===== src/rtl/branch_recovery_ctrl.sv =====
// Branch-mispredict recovery sequencer for the control-execute lane.
// Tracks the oldest outstanding mispredict and walks it through flush,
// map-table restore and fetch redirect, stalling control-lane issue meanwhile.
//
// state       | meaning
// ------------+---------------------------------------------------------
// ST_IDLE     | no recovery in flight, waiting for a mispredict
// ST_FLUSH    | one-cycle squash of everything younger than pend_id
// ST_RESTORE  | waiting for the rename map table to finish restoring
// ST_REDIRECT | redirect to pend_pc held until fetch acknowledges
module branch_recovery_ctrl #(
  parameter int PC_W = 32,
  parameter int AL_W = 7
) (
  input  logic              clk,
  input  logic              reset,
  input  logic              exeValid_i,
  input  logic              exeMispredict_i,
  input  logic [PC_W-1:0]   exeNextPC_i,
  input  logic [AL_W:0]     exeAlId_i,
  input  logic [AL_W:0]     alHead_i,
  input  logic              mapRestoreDone_i,
  input  logic              redirectAck_i,
  output logic              flush_o,
  output logic [AL_W:0]     flushAlId_o,
  output logic              redirectValid_o,
  output logic [PC_W-1:0]   redirectPC_o,
  output logic              stallIssue_o,
  output logic [15:0]       recoveryCount_o
);

  typedef enum logic [1:0] {
    ST_IDLE,
    ST_FLUSH,
    ST_RESTORE,
    ST_REDIRECT
  } state_t;

  state_t            state;
  state_t            state_nxt;
  logic [AL_W:0]     pend_id;
  logic [AL_W:0]     pend_id_nxt;
  logic [PC_W-1:0]   pend_pc;
  logic [PC_W-1:0]   pend_pc_nxt;
  logic [15:0]       rec_count;
  logic [15:0]       rec_count_nxt;
  logic [AL_W:0]     rel_cand;
  logic [AL_W:0]     rel_pend;
  logic              cand;
  logic              cand_older;

  // Age is distance from the active-list head, modulo the full ID width
  // including the wrap bit, so wrapped IDs order correctly.
  assign cand       = exeValid_i & exeMispredict_i;
  assign rel_cand   = exeAlId_i - alHead_i;
  assign rel_pend   = pend_id - alHead_i;
  assign cand_older = (rel_cand < rel_pend);

  assign recoveryCount_o = rec_count;

  // Next-state, pending-branch and counter update.
  always_comb begin
    state_nxt     = state;
    pend_id_nxt   = pend_id;
    pend_pc_nxt   = pend_pc;
    rec_count_nxt = rec_count;
    case (state)
      ST_IDLE: begin
        if (cand) begin
          pend_id_nxt = exeAlId_i;
          pend_pc_nxt = exeNextPC_i;
          state_nxt   = ST_FLUSH;
        end
      end
      ST_FLUSH: begin
        state_nxt = ST_RESTORE;
      end
      ST_RESTORE: begin
        if (mapRestoreDone_i) begin
          state_nxt = ST_REDIRECT;
        end
      end
      ST_REDIRECT: begin
        if (redirectAck_i) begin
          state_nxt = ST_IDLE;
          if (rec_count != 16'hFFFF) begin
            rec_count_nxt = rec_count + 16'd1;
          end
        end
      end
      default: begin
        state_nxt = ST_IDLE;
      end
    endcase
    // An older mispredict overrides whatever the current recovery was doing;
    // younger or duplicate ones are on the squashed path and are dropped.
    if ((state != ST_IDLE) && cand && cand_older) begin
      pend_id_nxt = exeAlId_i;
      pend_pc_nxt = exeNextPC_i;
      state_nxt   = ST_FLUSH;
    end
  end

  // State, pending branch and registered outputs decoded from the next state.
  always_ff @(posedge clk or posedge reset) begin
    if (reset) begin
      state           <= ST_IDLE;
      pend_id         <= '0;
      pend_pc         <= '0;
      rec_count       <= '0;
      flush_o         <= 1'b0;
      flushAlId_o     <= '0;
      redirectValid_o <= 1'b0;
      redirectPC_o    <= '0;
      stallIssue_o    <= 1'b0;
    end else begin
      state           <= state_nxt;
      pend_id         <= pend_id_nxt;
      pend_pc         <= pend_pc_nxt;
      rec_count       <= rec_count_nxt;
      flush_o         <= (state_nxt == ST_FLUSH);
      flushAlId_o     <= (state_nxt == ST_FLUSH) ? pend_id_nxt : '0;
      redirectValid_o <= (state_nxt == ST_REDIRECT);
      redirectPC_o    <= (state_nxt == ST_REDIRECT) ? pend_pc_nxt : '0;
      stallIssue_o    <= (state_nxt != ST_IDLE);
    end
  end

endmodule

===== config.mk =====
export PLATFORM = sky130hd
export DESIGN_NAME = branch_recovery_ctrl
export DESIGN_NICKNAME = d
export VERILOG_FILES = /design/src/rtl/branch_recovery_ctrl.sv
export SDC_FILE = /design/constraint.sdc
export NUM_CORES = 1
export LEC_CHECK = 0
export ABC_AREA = 0
export BUFFER_PORTS_ARGS = -buffer_cell sky130_fd_sc_hd__buf_2
export CORE_MARGIN = 8
export CORE_UTILIZATION = 48
export DETAILED_ROUTE_END_ITERATION = 10
export PLACE_DENSITY = 0.72
export SYNTH_ARGS = -nofsm -noshare
export SYNTH_HDL_FRONTEND = slang
export SYNTH_SLANG_ARGS = --single-unit

===== constraint.sdc =====
create_clock -name clk -period 3.2 [get_ports clk]
set_input_delay 0.16 -clock clk [delete_from_list [all_inputs] [get_ports clk]]
set_output_delay 0.16 -clock clk [all_outputs]
set_load 0.05 [all_outputs]

==> results.tsv, run 1 <==
metric	value	unit
setup_viol	41	
max_freq	0.300	GHz
worstMarginPinSlew	0.829	ns
status	complete, but fails checks	
area_delta_synth_final	28.3	%
grt_max_degree	67	
p_leak	3.18	nW
routedWlPerCell	16.5	µm
final_nets	647	
drt-total-wl	11700	µm
critPathKind	flip-flop to flip-flop	
yosysSeqAreaShare	53.3	%
final_area	6090	µm²
fin_crit	3.33	ns
ios	113	
yosysWarnings	0	
hold_viol	0	
pwr_density_cell	1020	nW/µm²
cts_max_level	3	
post_drt_via_cell_ratio	5.06	
yosys_most_used_dff	dfrtp_1	
grt_pass1_vias	3690	
period_share	104	%
holdCritPathClass	input pin to flip-flop	
cp_max_fo	12	
place.gp.congestion	0.826	
postSynth.asyncResetShare	100	%
synth-compound-area-share	8.23	%
synthMuxAreaShare	10.5	%
grt_pass1_wl	17900	µm
start_util	49.0	%
clock-root-buffer	clkbuf_8	
synth_seq_cells	101	
die-area	13300	µm²
skew	0.00944	ns
drive_above_1_share	38.6	%
relSlewSlack	44.8	%
cp.required	3.46	ns
slew_violations	0	
violations	negative setup slack	
synth_cells	426	
numCtsBuffers	9	
synth_edf_count	0	
synth_top_family_by_area	simple AND/OR/NAND/NOR gates	
cts_max_path_buffers	2	
drt-pass1-iter-count	4	
coreArea	9680	µm²
drt-initial-drc-count	183	
dp_hpwl	7810	µm
antenna_left	0	
die_y	115	µm
synth.avg_cell_area	11.1	µm²
start_kind	flip-flop	
die_w	115	µm
drc	0	
tns	-4.13	ns
cts.sink_count	101	
cts.clk_slew.worst_paths	0.09	ns
synth_area	4740	µm²
grt.total_usage	17.1	%
grt-ovfl-total	0	
clkLatencyLatePin	0.36	ns
antenna_found_initial	1	
crit_arrival	3.59	ns
place.port_buffers	112	
num_vias	3571	
synth_nets	504	
cap_viol_max_count	0	
synth_fa_ha_area_share	6.65	%
fin_ws	-0.130	ns
synth-simple-area-share	12.9	%
rows	36	
endpoint_kind	flip-flop	
place_area	5590	µm²
synth_cell_types	45	
synth_xor_area_share	4.61	%
vdd_drop_max	0.000439	V
cts_tree	yes	
rsz0062_at_grt	yes	
==> area by class of cell <==
| cell class | instances | area [µm²] |
|---|---|---|
| Multi-Input combinational cell | 287 | 2150 |
| Antenna cell | 1 | 2.50 |
| Timing Repair Buffer | 149 | 1000 |
| Clock inverter | 3 | 22.5 |
| Tap cell | 133 | 166 |
| Clock buffer | 11 | 141 |
| Sequential cell | 101 | 2530 |
| Fill cell | 798 | 3600 |
| Inverter | 21 | 81.3 |
==> critical path: stages, from the launching register on <==
cell and delay (ns):
dfrtp_1 0.38, inv_2 0.07, ha_4 0.13, inv_2 0.04, fa_2 0.33, a21o_1 0.17
a21oi_2 0.14, o21bai_1 0.09, a21oi_2 0.13, xor2_1 0.16, ha_2 0.30, o21a_1 0.18
a211oi_2 0.17, o31a_1 0.18, or2_4 0.15, buf_4 0.13, buf_16 0.14, mux2_2 0.33
==> worst paths after layout <==
| kind | startpoint | end | slack (ns) | cells past startpoint |
|---|---|---|---|---|
| setup / recovery | pend_id[0] | pend_pc[10] | -0.13 | 17 |
| hold / removal | exeNextPC_i[13] | redirectPC_o[13] | 0.03 | 3 |
| setup reg to reg | pend_id[0] | pend_pc[10] | -0.13 | 17 |
| hold reg to reg | recoveryCount_o[7] | recoveryCount_o[7] | 0.50 | 1 |
| max in group asynchronous | reset | pend_pc[16] | 1.90 | 4 |
| min in group asynchronous | reset | redirectPC_o[25] | 0.50 | 3 |
==> power by group <==
part | internal [mW] | switching (mW) | leakage [nW]
logic | 1.54 | 1.91 | 1.81
clock network | 0.300 | 0.428 | 0.0856
registers | 1.77 | 0.256 | 1.29
==> per-stage QoR <==
stage	std cells	worst slack [ns]	utilization (%)	hold slack, ns	total power, mW
after floorplan	426	0.0120	-	0.289	4.23
after global placement	676	-0.101	57.8	0.371	4.89
after detailed placement	676	-0.189	57.8	0.376	4.98
after CTS	699	-0.154	61.6	0.0106	6.04
after global routing	706	-0.351	62.9	0.0108	6.57
final	706	-0.130	62.9	0.0253	6.20
==> sequential cells by signal, indices dropped and copies added (netlist names) <==
| signal | flops |
|---|---|
| stallIssue_o | 1 |
| pend_pc | 32 |
| flush_o | 1 |
| redirectValid_o | 1 |
| redirectPC_o | 32 |
| recoveryCount_o | 16 |
| pend_id | 8 |
| state | 2 |
| flushAlId_o | 8 |
==> synth_stat cells, types with 3 or more instances <==
cell type | n | area (µm²)
o21a_1 | 4 | 30.0
o21ai_0 | 3 | 15.0
dfrtp_1 | 101 | 2530
mux2_4 | 10 | 150
nand3_1 | 8 | 40.0
clkbuf_1 | 7 | 26.3
a21o_1 | 3 | 22.5
buf_6 | 4 | 45.0
buf_2 | 5 | 25.0
and2_1 | 7 | 43.8
ha_1 | 22 | 275
inv_1 | 21 | 78.8
nor2_1 | 13 | 48.8
a21oi_1 | 40 | 200
nand2_1 | 80 | 300
xor2_1 | 10 | 87.6
nand4_1 | 4 | 25.0
a211oi_1 | 3 | 22.5
mux2_2 | 30 | 338
xnor2_1 | 15 | 131
and3_1 | 5 | 31.3
==> cell families after synthesis <==
kind of cell             count (synthesis)
flip-flops                             101
multiplexers                            41
AND/OR/NAND/NOR                        133
AO/OA/AOI/OAI                           64
XOR/XNOR                                25
adder cells (fa/ha/maj)                 24
buffers and inverters                   38
==> metal layers <==
layer  track usage (%)  up-vias  routed length, µm
met5                 0        -                  0
met4              5.52        0                163
met1              21.2     1752               5140
li1                  -     1719                  -
met2              28.7       87               5770
met3              4.22       13                611
==> what timing repair did <==
action | in CTS | in global routing
resized for setup | 26 | 6
hold buffers | 1 | 0
pin swaps | 0 | 1
setup buffers | 6 | 3
setup endpoints to repair | 43 | 83
gates cloned | 2 | 4
hold endpoints to repair | 64 | 0
==> placed cells by master (no fill, tap or decap), types with 3 or more instances in the layout <==
cell type  Yosys  layout
mux2_4        10      29
buf_4          1      25
buf_12         0       5
clkbuf_16      0       3
xor2_1        10      10
clkbuf_8       0      10
o21a_1         4       4
nand2_1       80      80
nor2_1        13      13
xnor2_1       15      15
o21ai_0        3       3
ha_1          22      20
a21o_1         3       3
and2_1         7       6
nand4_1        4       4
nand3_1        8       8
inv_1         21      18
mux2_2        30      11
buf_2          5     112
dfrtp_1      101     101
a21oi_1       40      38
and3_1         5       5
Power figures use the tool's default switching activity.
==> inputs of run 2 (changes only) <==
--- a/config.mk
+++ b/config.mk
@@ -7,10 +7,12 @@
 export LEC_CHECK = 0
 export ABC_AREA = 0
 export BUFFER_PORTS_ARGS = -buffer_cell sky130_fd_sc_hd__buf_2
+export CORE_ASPECT_RATIO = 1.5
 export CORE_MARGIN = 8
-export CORE_UTILIZATION = 48
+export CORE_UTILIZATION = 50
+export CTS_BUF_LIST = sky130_fd_sc_hd__clkbuf_4
 export DETAILED_ROUTE_END_ITERATION = 10
-export PLACE_DENSITY = 0.72
+export PLACE_DENSITY = 0.74
 export SYNTH_ARGS = -nofsm -noshare
 export SYNTH_HDL_FRONTEND = slang
 export SYNTH_SLANG_ARGS = --single-unit
==> results.tsv, run 2 (synthesized netlist as in run 1, its figures left out) <==
metric	value	unit	change
status	complete, but fails checks		unchanged
violations	negative setup slack		unchanged
wl_met2	6450	µm	was 5770 µm
register_area	2530	µm²	unchanged
fin_crit	3.42	ns	was 3.33 ns
die_y	135	µm	was 115 µm
die_w	95.5	µm	was 115 µm
dp_hpwl	8000	µm	was 7810 µm
met3WireLength	542	µm	was 611 µm
post_drt_via_cell_ratio	5.28		was 5.06
path_cells	inv_2 > ha_4 > inv_2 > fa_2 > a21o_1 > a21oi_2 > o21bai_1 > a21oi_2 > xor2_1 > ha_2 > o21a_1 > a211oi_2 > o31a_1 > or2_4 > buf_12 > mux2_2		was inv_2 > ha_4 > inv_2 > fa_2 > a21o_1 > a21oi_2 > o21bai_1 > a21oi_2 > xor2_1 > ha_2 > o21a_1 > a211oi_2 > o31a_1 > or2_4 > buf_4 > buf_16 > mux2_2
skew	0.0244	ns	was 0.00944 ns
vdd_drop_max	0.000658	V	was 0.000439 V
critical-path-top-delay-family	compound AO/OA/AOI/OAI gates		unchanged
critPathKind	flip-flop to flip-flop		unchanged
holdCritPathClass	input pin to flip-flop		unchanged
antenna_found_initial	1		unchanged
place_area	5550	µm²	was 5590 µm²
grt_max_degree	73		was 67
hold_slack	0.0505	ns	was 0.0253 ns
drt-met1-wl	4820	µm	was 5140 µm
grt.total_usage	19.1	%	was 17.1%
layout_commonest_cell	buf_2		unchanged
antenna_left	0		unchanged
setup_viol	46		was 41
fillers	668		was 798
ios	113		unchanged
cts.sink_count	101		unchanged
drc	0		unchanged
grt-ovfl-total	0		unchanged
drt-initial-drc-count	142		was 183
drt-total-wl	12100	µm	was 11,700 µm
area_delta_synth_final	33.9	%	was 28.3%
place.gp.congestion	0.872		was 0.826
coreArea	9250	µm²	was 9680 µm²
fin_util	68.7	%	was 62.9%
cp.required	3.55	ns	was 3.46 ns
grt_pass1_wl	19400	µm	was 17,900 µm
start_kind	flip-flop		unchanged
cts_tree	yes		unchanged
grt_pass1_vias	4071		was 3,690
cp_max_fo	21		was 12
final_area	6350	µm²	was 6090 µm²
die-area	12900	µm²	was 13,300 µm²
slew_violations	0		unchanged
p_total	6.14	mW	was 6.20 mW
pwr_density_cell	966	nW/µm²	was 1020 nW/µm²
cp_slowest_cell	dfrtp_1		unchanged
place.port_buffers	112		unchanged
hold_viol	0		unchanged
rows	43		was 36
start_util	51.3	%	was 49.0%
worstMarginPinSlew	0.875	ns	was 0.829 ns
cpPeakStageDelay	0.40	ns	was 0.38 ns
clock-root-buffer	clkbuf_4		was clkbuf_8
drt-pass1-iter-count	5		was 4
rsz0062_at_grt	yes		unchanged
period_share	107	%	was 104%
routedWlPerCell	16.9	µm	was 16.5 µm
endpoint_kind	flip-flop		unchanged
cts_max_path_buffers	2		unchanged
cts_max_level	3		unchanged
numCtsBuffers	9		unchanged
tns	-7.50	ns	was -4.13 ns
final_nets	678		was 647
cap_viol_max_count	0		unchanged
relSlewSlack	41.7	%	was 44.8%
layout_common_cells	buf_2 (112), dfrtp_1 (101), nand2_1 (80), dlygate4sd3_1 (41), a21oi_1 (38)		was buf_2 (112), dfrtp_1 (101), nand2_1 (80), a21oi_1 (38), mux2_4 (29)
cts.clk_slew.worst_paths	0.15	ns	was 0.09 ns
fin_ws	-0.225	ns	was -0.130 ns
multiInputGateArea	2150	µm²	about the same
num_vias	3791		was 3,571
p_leak	3.29	nW	was 3.18 nW
clkLatencyLatePin	0.47	ns	was 0.36 ns
highest_layer	met4		unchanged
max_freq	0.292	GHz	was 0.300 GHz
crit_arrival	3.78	ns	was 3.59 ns
critPathBufInv	3		was 4
drive_above_1_share	35.9	%	was 38.6%
## run 2: changes by cell type in the layout (fill, tap and decap cells not counted), sizes merged
cell / previous run / this run
clkbuf: 14 / 10
dlygate4sd3: 1 / 41
buf: 145 / 138
bufinv: 0 / 2
inv: 22 / 24
## run 2: report_power, final
group / internal [mW] / total [mW] / leakage, nW / switching (mW)
Clock: 0.322 / 0.756 / 0.0888 / 0.434
Combinational: 1.46 / 3.35 / 1.91 / 1.89
Sequential: 1.77 / 2.03 / 1.29 / 0.263
## run 2: path summary, 6_finish.rpt
check | start | to | slack (ns) | cells after the start
min in group asynchronous | reset | pend_pc[17] | 0.43 | 3
setup reg to reg | pend_id[0] | pend_pc[21] | -0.22 | 16
max in group asynchronous | reset | redirectPC_o[7] | 2.01 | 4
hold / removal | redirectAck_i | state[0] | 0.05 | 4
setup / recovery | pend_id[0] | pend_pc[21] | -0.22 | 16
hold reg to reg | recoveryCount_o[7] | recoveryCount_o[7] | 0.51 | 1
## run 2: tightest hold or removal path, cell delays in order
cell,delay (ns)
buf_2,0.10
mux2i_1,0.08
nand2_1,0.09
nand2b_1,0.05
## run 2: area by class of cell
| class | count | share of cell area [%] |
|---|---|---|
| Inverter | 21 | 1.28 |
| Timing Repair Buffer | 180 | 20.3 |
| Multi-Input combinational cell | 287 | 33.8 |
| Tap cell | 112 | 2.21 |
| Clock inverter | 7 | 1.50 |
| Antenna cell | 1 | 0.0394 |
| Clock buffer | 9 | 1.06 |
| Sequential cell | 101 | 39.8 |
## run 2: per-layer routing
| metal | GRT usage [%] | vias up |
|---|---|---|
| li1 | - | 1795 |
| met1 | 21.4 | 1880 |
| met2 | 33.0 | 93 |
| met3 | 3.88 | 23 |
| met4 | 9.53 | 0 |
| met5 | 0 | - |
## run 2: metrics by stage
stage	setup slack, ns	cells
after global placement	-0.191	653
after detailed placement	-0.287	653
final	-0.225	718
after global routing	-0.384	718
after CTS	-0.123	715
after floorplan	0.0120	426
## run 2: what timing repair did
action                                  4_1_cts  5_1_grt
hold buffers                                 41        0
endpoints found under the setup margin       39       83
hold endpoints to repair                    150        0
buffers inserted                              3        2
gates resized for setup                      18       19
cloned                                        2        1
pin swaps                                     0        1
